<file path="config.mk">
export PLATFORM = sky130hd
export DESIGN_NAME = bus_timer_bank
export DESIGN_NICKNAME = d
export VERILOG_FILES = /design/src/rtl/bus_timer_bank_pkg.sv /design/src/rtl/bus_timer_bank_chan.sv /design/src/rtl/bus_timer_bank.sv
export SDC_FILE = /design/constraint.sdc
export NUM_CORES = 1
export LEC_CHECK = 0
export ABC_AREA = 0
export ABC_CLOCK_PERIOD_IN_PS = 3100
export BUFFER_PORTS_ARGS = -buffer_cell sky130_fd_sc_hd__buf_2
export CAP_MARGIN = 20
export CORE_UTILIZATION = 35
export DETAILED_ROUTE_END_ITERATION = 8
export REMOVE_ABC_BUFFERS = 1
export SYNTH_ARGS = -nofsm -noshare
export SYNTH_HDL_FRONTEND = slang
export SYNTH_SLANG_ARGS = --single-unit
</file>
<file path="constraint.sdc">
create_clock -name i_clk -period 3.1 [get_ports i_clk]
set_clock_uncertainty 0.2 [all_clocks]
set_input_delay 0.62 -clock i_clk [delete_from_list [all_inputs] [get_ports i_clk]]
set_output_delay 0.62 -clock i_clk [all_outputs]
set_load 0.05 [all_outputs]
</file>
<file path="src/rtl/bus_timer_bank_pkg.sv">
// bus_timer_bank_pkg: register word map, CTRL bit positions and channel
// stride shared by the timer bank top and its channel sub-module.
package bus_timer_bank_pkg;

  localparam int STRIDE = 32;

  localparam int C_EN      = 0;
  localparam int C_ONESHOT = 1;
  localparam int C_IRQEN   = 2;
  localparam int C_PWM     = 3;

  typedef enum logic [2:0] {
    R_CTRL   = 3'd0,
    R_PERIOD = 3'd1,
    R_COUNT  = 3'd2,
    R_STATUS = 3'd3,
    R_DUTY   = 3'd4
  } reg_e;

  function automatic logic [31:0] be_mask(
    input logic [3:0] be
  );
    return {{8{be[3]}}, {8{be[2]}},
            {8{be[1]}}, {8{be[0]}}};
  endfunction

endpackage

</file>
<file path="src/rtl/bus_timer_bank_chan.sv">
// bus_timer_bank_chan: one timer channel -- registers, down-counter,
// expiry flag, IRQ and toggle output (PWM compare under BUS_TIMER_PWM_EN).
module bus_timer_bank_chan
  import bus_timer_bank_pkg::*;
#(
  parameter int WIDTH = 24
) (
  input  logic        i_clk,
  input  logic        i_reset,
  input  logic        i_tick,
  input  logic        i_wr,
  input  logic [2:0]  i_word,
  input  logic [31:0] i_wdata,
  input  logic [3:0]  i_be,
  output logic [31:0] o_rdata,
  output logic        o_irq,
  output logic        o_tmr_out
);

  logic             r_en;
  logic             r_oneshot;
  logic             r_irq_en;
  logic             r_exp;
  logic             r_tmr;
  logic [WIDTH-1:0] r_period;
  logic [WIDTH-1:0] r_count;

  logic             w_pwm;
  logic             w_run;
  logic             w_fire;
  logic             w_load;
  logic             w_wr_ctrl;
  logic             w_wr_period;
  logic             w_wr_status;
  logic [31:0]      w_bmask;
  logic [31:0]      w_ctrl;
  logic [WIDTH-1:0] w_period_n;
  logic             w_unused;

  assign w_bmask = be_mask(i_be);
  assign w_unused = ^{i_wdata, w_bmask};

  assign w_run  = i_tick & r_en;
  assign w_fire = w_run & (r_count == '0);

  assign w_wr_ctrl = i_wr & (i_word == R_CTRL)
                   & i_be[0];
  assign w_wr_period = i_wr & (i_word == R_PERIOD)
                     & (|i_be);
  assign w_wr_status = i_wr & (i_word == R_STATUS)
                     & i_be[0] & i_wdata[0];

  // Only a 0->1 transition of en reloads; rewriting en=1 keeps counting.
  assign w_load = w_wr_ctrl & i_wdata[C_EN] & ~r_en;

  assign w_period_n =
      (r_period & ~w_bmask[WIDTH-1:0])
    | (i_wdata[WIDTH-1:0] & w_bmask[WIDTH-1:0]);

`ifdef BUS_TIMER_PWM_EN
  logic             r_pwm;
  logic [WIDTH-1:0] r_duty;
  logic             w_wr_duty;
  logic [WIDTH-1:0] w_duty_n;

  assign w_pwm = r_pwm;
  assign w_wr_duty = i_wr & (i_word == R_DUTY)
                   & (|i_be);
  assign w_duty_n =
      (r_duty & ~w_bmask[WIDTH-1:0])
    | (i_wdata[WIDTH-1:0] & w_bmask[WIDTH-1:0]);

  always_ff @(posedge i_clk) begin
    if (i_reset) begin
      r_pwm  <= 1'b0;
      r_duty <= '0;
    end else begin
      if (w_wr_ctrl)
        r_pwm <= i_wdata[C_PWM];
      if (w_wr_duty)
        r_duty <= w_duty_n;
    end
  end
`else
  assign w_pwm = 1'b0;
`endif

  always_ff @(posedge i_clk) begin
    if (i_reset) begin
      r_en      <= 1'b0;
      r_oneshot <= 1'b0;
      r_irq_en  <= 1'b0;
      r_exp     <= 1'b0;
      r_tmr     <= 1'b0;
      r_period  <= '0;
      r_count   <= '0;
    end else begin
      // CPU write of en beats the oneshot self-clear.
      if (w_wr_ctrl) begin
        r_en      <= i_wdata[C_EN];
        r_oneshot <= i_wdata[C_ONESHOT];
        r_irq_en  <= i_wdata[C_IRQEN];
      end else if (w_fire & r_oneshot) begin
        r_en <= 1'b0;
      end
      if (w_wr_period)
        r_period <= w_period_n;
      if (w_load)
        r_count <= r_period;
      else if (w_fire)
        r_count <= r_oneshot ? r_count : r_period;
      else if (w_run)
        r_count <= r_count - WIDTH'(1);
      if (w_fire)
        r_exp <= 1'b1;
      else if (w_wr_status)
        r_exp <= 1'b0;
`ifdef BUS_TIMER_PWM_EN
      if (w_pwm)
        r_tmr <= (r_count < r_duty);
      else if (w_fire)
        r_tmr <= ~r_tmr;
`else
      if (w_fire)
        r_tmr <= ~r_tmr;
`endif
    end
  end

  always_comb begin
    w_ctrl = '0;
    w_ctrl[C_EN]      = r_en;
    w_ctrl[C_ONESHOT] = r_oneshot;
    w_ctrl[C_IRQEN]   = r_irq_en;
    w_ctrl[C_PWM]     = w_pwm;
  end

  always_comb begin
    o_rdata = '0;
    case (i_word)
      R_CTRL:   o_rdata = w_ctrl;
      R_PERIOD: o_rdata = 32'(r_period);
      R_COUNT:  o_rdata = 32'(r_count);
      R_STATUS: o_rdata[0] = r_exp;
`ifdef BUS_TIMER_PWM_EN
      R_DUTY:   o_rdata = 32'(r_duty);
`endif
      default:  o_rdata = '0;
    endcase
  end

  assign o_irq     = r_exp & r_irq_en;
  assign o_tmr_out = r_tmr;

endmodule

</file>
<file path="src/rtl/bus_timer_bank.sv">
// bus_timer_bank: NCH-channel bus-mapped down-counter bank with shared
// prescaler and registered acks. Optional PWM: define BUS_TIMER_PWM_EN.
module bus_timer_bank
  import bus_timer_bank_pkg::*;
#(
  parameter logic [31:0] BUS_ADDR = 32'h0400_0000,
  parameter int          NCH      = 4,
  parameter int          WIDTH    = 24,
  parameter int          PRESCALE = 1
) (
  input  logic           i_clk,
  input  logic           i_reset,
  input  logic [31:0]    i_bus_addr,
  input  logic [31:0]    i_bus_wdata,
  input  logic [3:0]     i_bus_be,
  input  logic           i_bus_rd_req,
  input  logic           i_bus_wr_req,
  output logic [31:0]    o_bus_rd_data,
  output logic           o_bus_rd_ack,
  output logic           o_bus_wr_ack,
  output logic [NCH-1:0] o_irq,
  output logic [NCH-1:0] o_tmr_out
);

  localparam int PW = (PRESCALE > 1) ? $clog2(PRESCALE) : 1;
  localparam int CW = (NCH > 1) ? $clog2(NCH) : 1;

  logic [PW-1:0] r_presc;
  logic          r_rd_ack;
  logic          r_wr_ack;
  logic [31:0]   r_rd_data;

  logic          w_tick;
  logic [31:0]   w_off;
  logic          w_hit;
  logic [CW-1:0] w_ch;
  logic [2:0]    w_word;
  logic          w_rd;
  logic [31:0]   w_rdata [NCH];

  assign w_tick = (r_presc == PW'(PRESCALE - 1));

  // Wrap-around subtract: addresses below the base become huge and miss.
  assign w_off  = i_bus_addr - BUS_ADDR;
  assign w_hit  = (w_off < 32'(NCH * STRIDE));
  assign w_ch   = w_off[5 +: CW];
  assign w_word = w_off[4:2];
  assign w_rd   = i_bus_rd_req & ~i_bus_wr_req & w_hit;

  for (genvar c = 0; c < NCH; c++) begin : g_chan
    logic w_wr;
    assign w_wr = i_bus_wr_req & w_hit
                & (w_ch == CW'(c));
    bus_timer_bank_chan #(
      .WIDTH (WIDTH)
    ) u_chan (
      .i_clk     (i_clk),
      .i_reset   (i_reset),
      .i_tick    (w_tick),
      .i_wr      (w_wr),
      .i_word    (w_word),
      .i_wdata   (i_bus_wdata),
      .i_be      (i_bus_be),
      .o_rdata   (w_rdata[c]),
      .o_irq     (o_irq[c]),
      .o_tmr_out (o_tmr_out[c])
    );
  end

  always_ff @(posedge i_clk) begin
    if (i_reset) begin
      r_presc   <= '0;
      r_rd_ack  <= 1'b0;
      r_wr_ack  <= 1'b0;
      r_rd_data <= '0;
    end else begin
      r_presc   <= w_tick ? '0 : r_presc + PW'(1);
      r_wr_ack  <= i_bus_wr_req & w_hit;
      r_rd_ack  <= w_rd;
      r_rd_data <= w_rd ? w_rdata[w_ch] : '0;
    end
  end

  assign o_bus_rd_data = r_rd_data;
  assign o_bus_rd_ack  = r_rd_ack;
  assign o_bus_wr_ack  = r_wr_ack;

endmodule

</file>
==> out/metrics.cfg <==
[synth]
async_flop_share_pct=0
synth_area_leaders=dfxtp_1 37%, mux2i_1 10%, nor2_1 6.2%
syn_area_sq_um=13100
yosys.area.top_type=dfxtp_1
synth_commonest_cells=239 x dfxtp_1, 217 x nor2_1, 130 x mux2i_1
seq_area_frac_synth_pct=36.6
netlist.area_leader.share_pct=36.6
yosysUniqueCellTypes=80
synth_edf_count=0
yosysWarnings=0
yosysMostFrequentCell=dfxtp_1
synth_ff_type=dfxtp_1
synth_cells=1603
ys_seq_elements=239
syn_area_per_cell_sq_um=8.15

[sta]
hold_viol_final=0
fin_crit_sh_pct=96.9
whs_ps=121
max_freq_mhz=333
period_minus_slack_ps=3000
worst_slack_ps=97.5
worst_slew_pin_slew_ps=868
max_slew_margin_pct=42.1
rsz0062_at_grt=false
setup_viol=0
drv_slew=0

[setup_path]
timing.rr.end=g_chan[3].u_chan.r_count[19]$_SDFFE_PP0P_
crit_path_max_fanout=18
critPathMaxStageDelay_ps=560
crit_end=g_chan[3].u_chan.r_count[19]$_SDFFE_PP0P_
critical_path_buf_inv_count=0
ff2ff_setup_slack_ps=100
crit_path_end_kind=flip-flop
path_delay_family=simple AND/OR/NAND/NOR gates
cp.arrival_ps=3250
cp-startpoint=g_chan[3].u_chan.r_count[8]$_SDFFE_PP0P_
crit_path_top_delay_cell=or4_4
critPathKind=reg -> reg
critPathRequiredTime_ps=3350
reg2regPathDepth=6
startpoint_type=flip-flop
cp_common_cell=or4_4
cp_cell_sequence=or4_4, or4_4, or4_4, o21ai_2, a21oi_1, o221a_2
crit_cells=6
rr_startpoint=g_chan[3].u_chan.r_count[8]$_SDFFE_PP0P_

[cells_and_area]
drive_gt1_share_pct=19.0
post-route-util_pct=42.7
area_growth_pct=20.1
fillers=3677
nNetsFinal=1824
postLayoutCellArea_sq_um=15700
antennaDiodeCount=0

[clock_network]
cts_max_level=1
tritoncts=done
cts_root_buf=clkbuf_16
holdBufCountCts=0
clk_path_buf_depth=3
clk_pin_slew_ps=60
cts.repair.resized=0
insertion_delay_ps=550
clock_sinks=239
cts_buffers=28
cts_setup_buffers=0

[worst_hold_path]
hold_path.class=in -> reg
holdPathStages=2

[power]
power.static_leakage_nw=6.89
power_frac_comb_pct=5.0
seq_power_share_pct=46.6
switching_share_pct=24.2
ir_drop_uv=426
p_per_area_nw_per_um2=421
switchingPower_mw=1.59
intPower_mw=5.00
report.power.total_mw=6.60
pwr-share-clk_pct=48.4

[placed_design]
place_hpwl_um=36600
gp_congestion=1.02
portBuffers=94
place_area_sq_um=14800
place_ws_ps=-172

[route]
dr.pass1.iters=6
routed_wl_um=50900
wl_per_cell_um=22.7
drtIter0Drc=1458
drc=0
viasPerCell=6.04
num_vias=13500
drt.antenna.violating_nets=0

[global_route]
grt_pass1_wl_um=77300
track_usage_pct=26.3
grt_antenna_before_repair=0
grt_pass1_vias=12900
grt_remaining_overflow=0
grt_max_degree=149

[floorplanning]
core_sq_um=36700
pin_count=114
start_util_pct=35.6
die_area_sq_um=38100
rows=70
die_height_um=195
die_x_um=195

[status]
status=finished clean

[run]
cap_violations=0

## routing by layer
| layer | global-route usage, % | up-vias | routed length, um |
|---|---|---|---|
| li1 | - | 6279 | - |
| met1 | 34.2 | 6415 | 21200 |
| met2 | 39.6 | 659 | 21600 |
| met3 | 5.47 | 163 | 4300 |
| met4 | 17.0 | 0 | 3780 |
| met5 | 0 | - | 0 |
## power by group through the flow
stage	Clock, mW	Sequential [mW]	Combinational, mW
after floorplan	0	3.14	0.0898
final	3.19	3.07	0.333
after global placement	0	3.14	0.321
after global routing	3.35	3.07	0.340
after CTS	3.23	3.07	0.322
after detailed placement	0	3.14	0.322
## placed cells by master, fill, tap and decap left out, types with 21 or more instances in the layout
cell type | netlist | layout
nor2_1 | 217 | 217
or3_1 | 23 | 23
clkbuf_16 | 0 | 29
a22oi_1 | 85 | 85
nor3_1 | 69 | 67
o22ai_1 | 48 | 48
o32ai_1 | 27 | 27
o21ai_0 | 47 | 47
a31oi_1 | 21 | 21
nor4_1 | 57 | 55
inv_1 | 36 | 36
buf_2 | 18 | 93
dfxtp_1 | 239 | 239
mux2i_1 | 130 | 130
nand3_1 | 53 | 53
a21oi_1 | 107 | 107
buf_4 | 16 | 137
nand2_1 | 77 | 77
## logic make-up (layout without fill, tap and decap cells)
kind of cell | count (synthesis) | count (layout) | share of synthesized area, %
other cells | 1 | 9 | 0.0287
buf+inv | 169 | 328 | 5.60
compound gates | 417 | 417 | 21.2
fa+ha+maj | 4 | 4 | 0.383
mux | 140 | 140 | 11.4
flops | 239 | 239 | 36.6
simple gates | 629 | 629 | 24.5
xor+xnor | 4 | 4 | 0.268
## stage by stage
step,std cells,TNS (ps)
2_1_floorplan,1479,-480970
3_3_place_gp,2186,-1300
3_5_place_dp,2186,-2560
4_1_cts,2238,0
5_1_grt,2238,0
6_report,2238,0
## area by class of cell
class                   count  area, sq um  area share (%)
flip-flops and latches    239         4780            30.5
clock inverters            10         50.0           0.319
clock buffers              42          835            5.32
repair buffers            239         1670            10.6
multi-input cells        1203         7630            48.6
well taps                 468          586            3.73
inverters                  37          139           0.885
## worst min path at each step
stage                                                          from                                         to
after CTS                                                   i_reset    g_chan[2].u_chan.o_tmr_out$_SDFFE_PP0P_
final                                                       i_reset    g_chan[2].u_chan.o_tmr_out$_SDFFE_PP0P_
after detailed placement   g_chan[0].u_chan.r_count[9]$_SDFFE_PP0P_   g_chan[0].u_chan.r_count[9]$_SDFFE_PP0P_
after global routing                                        i_reset    g_chan[2].u_chan.o_tmr_out$_SDFFE_PP0P_
after global placement    g_chan[1].u_chan.r_count[22]$_SDFFE_PP0P_  g_chan[1].u_chan.r_count[22]$_SDFFE_PP0P_
after floorplan           g_chan[1].u_chan.r_count[22]$_SDFFE_PP0P_  g_chan[1].u_chan.r_count[22]$_SDFFE_PP0P_
No activity file was read; power rests on OpenSTA's default activity.
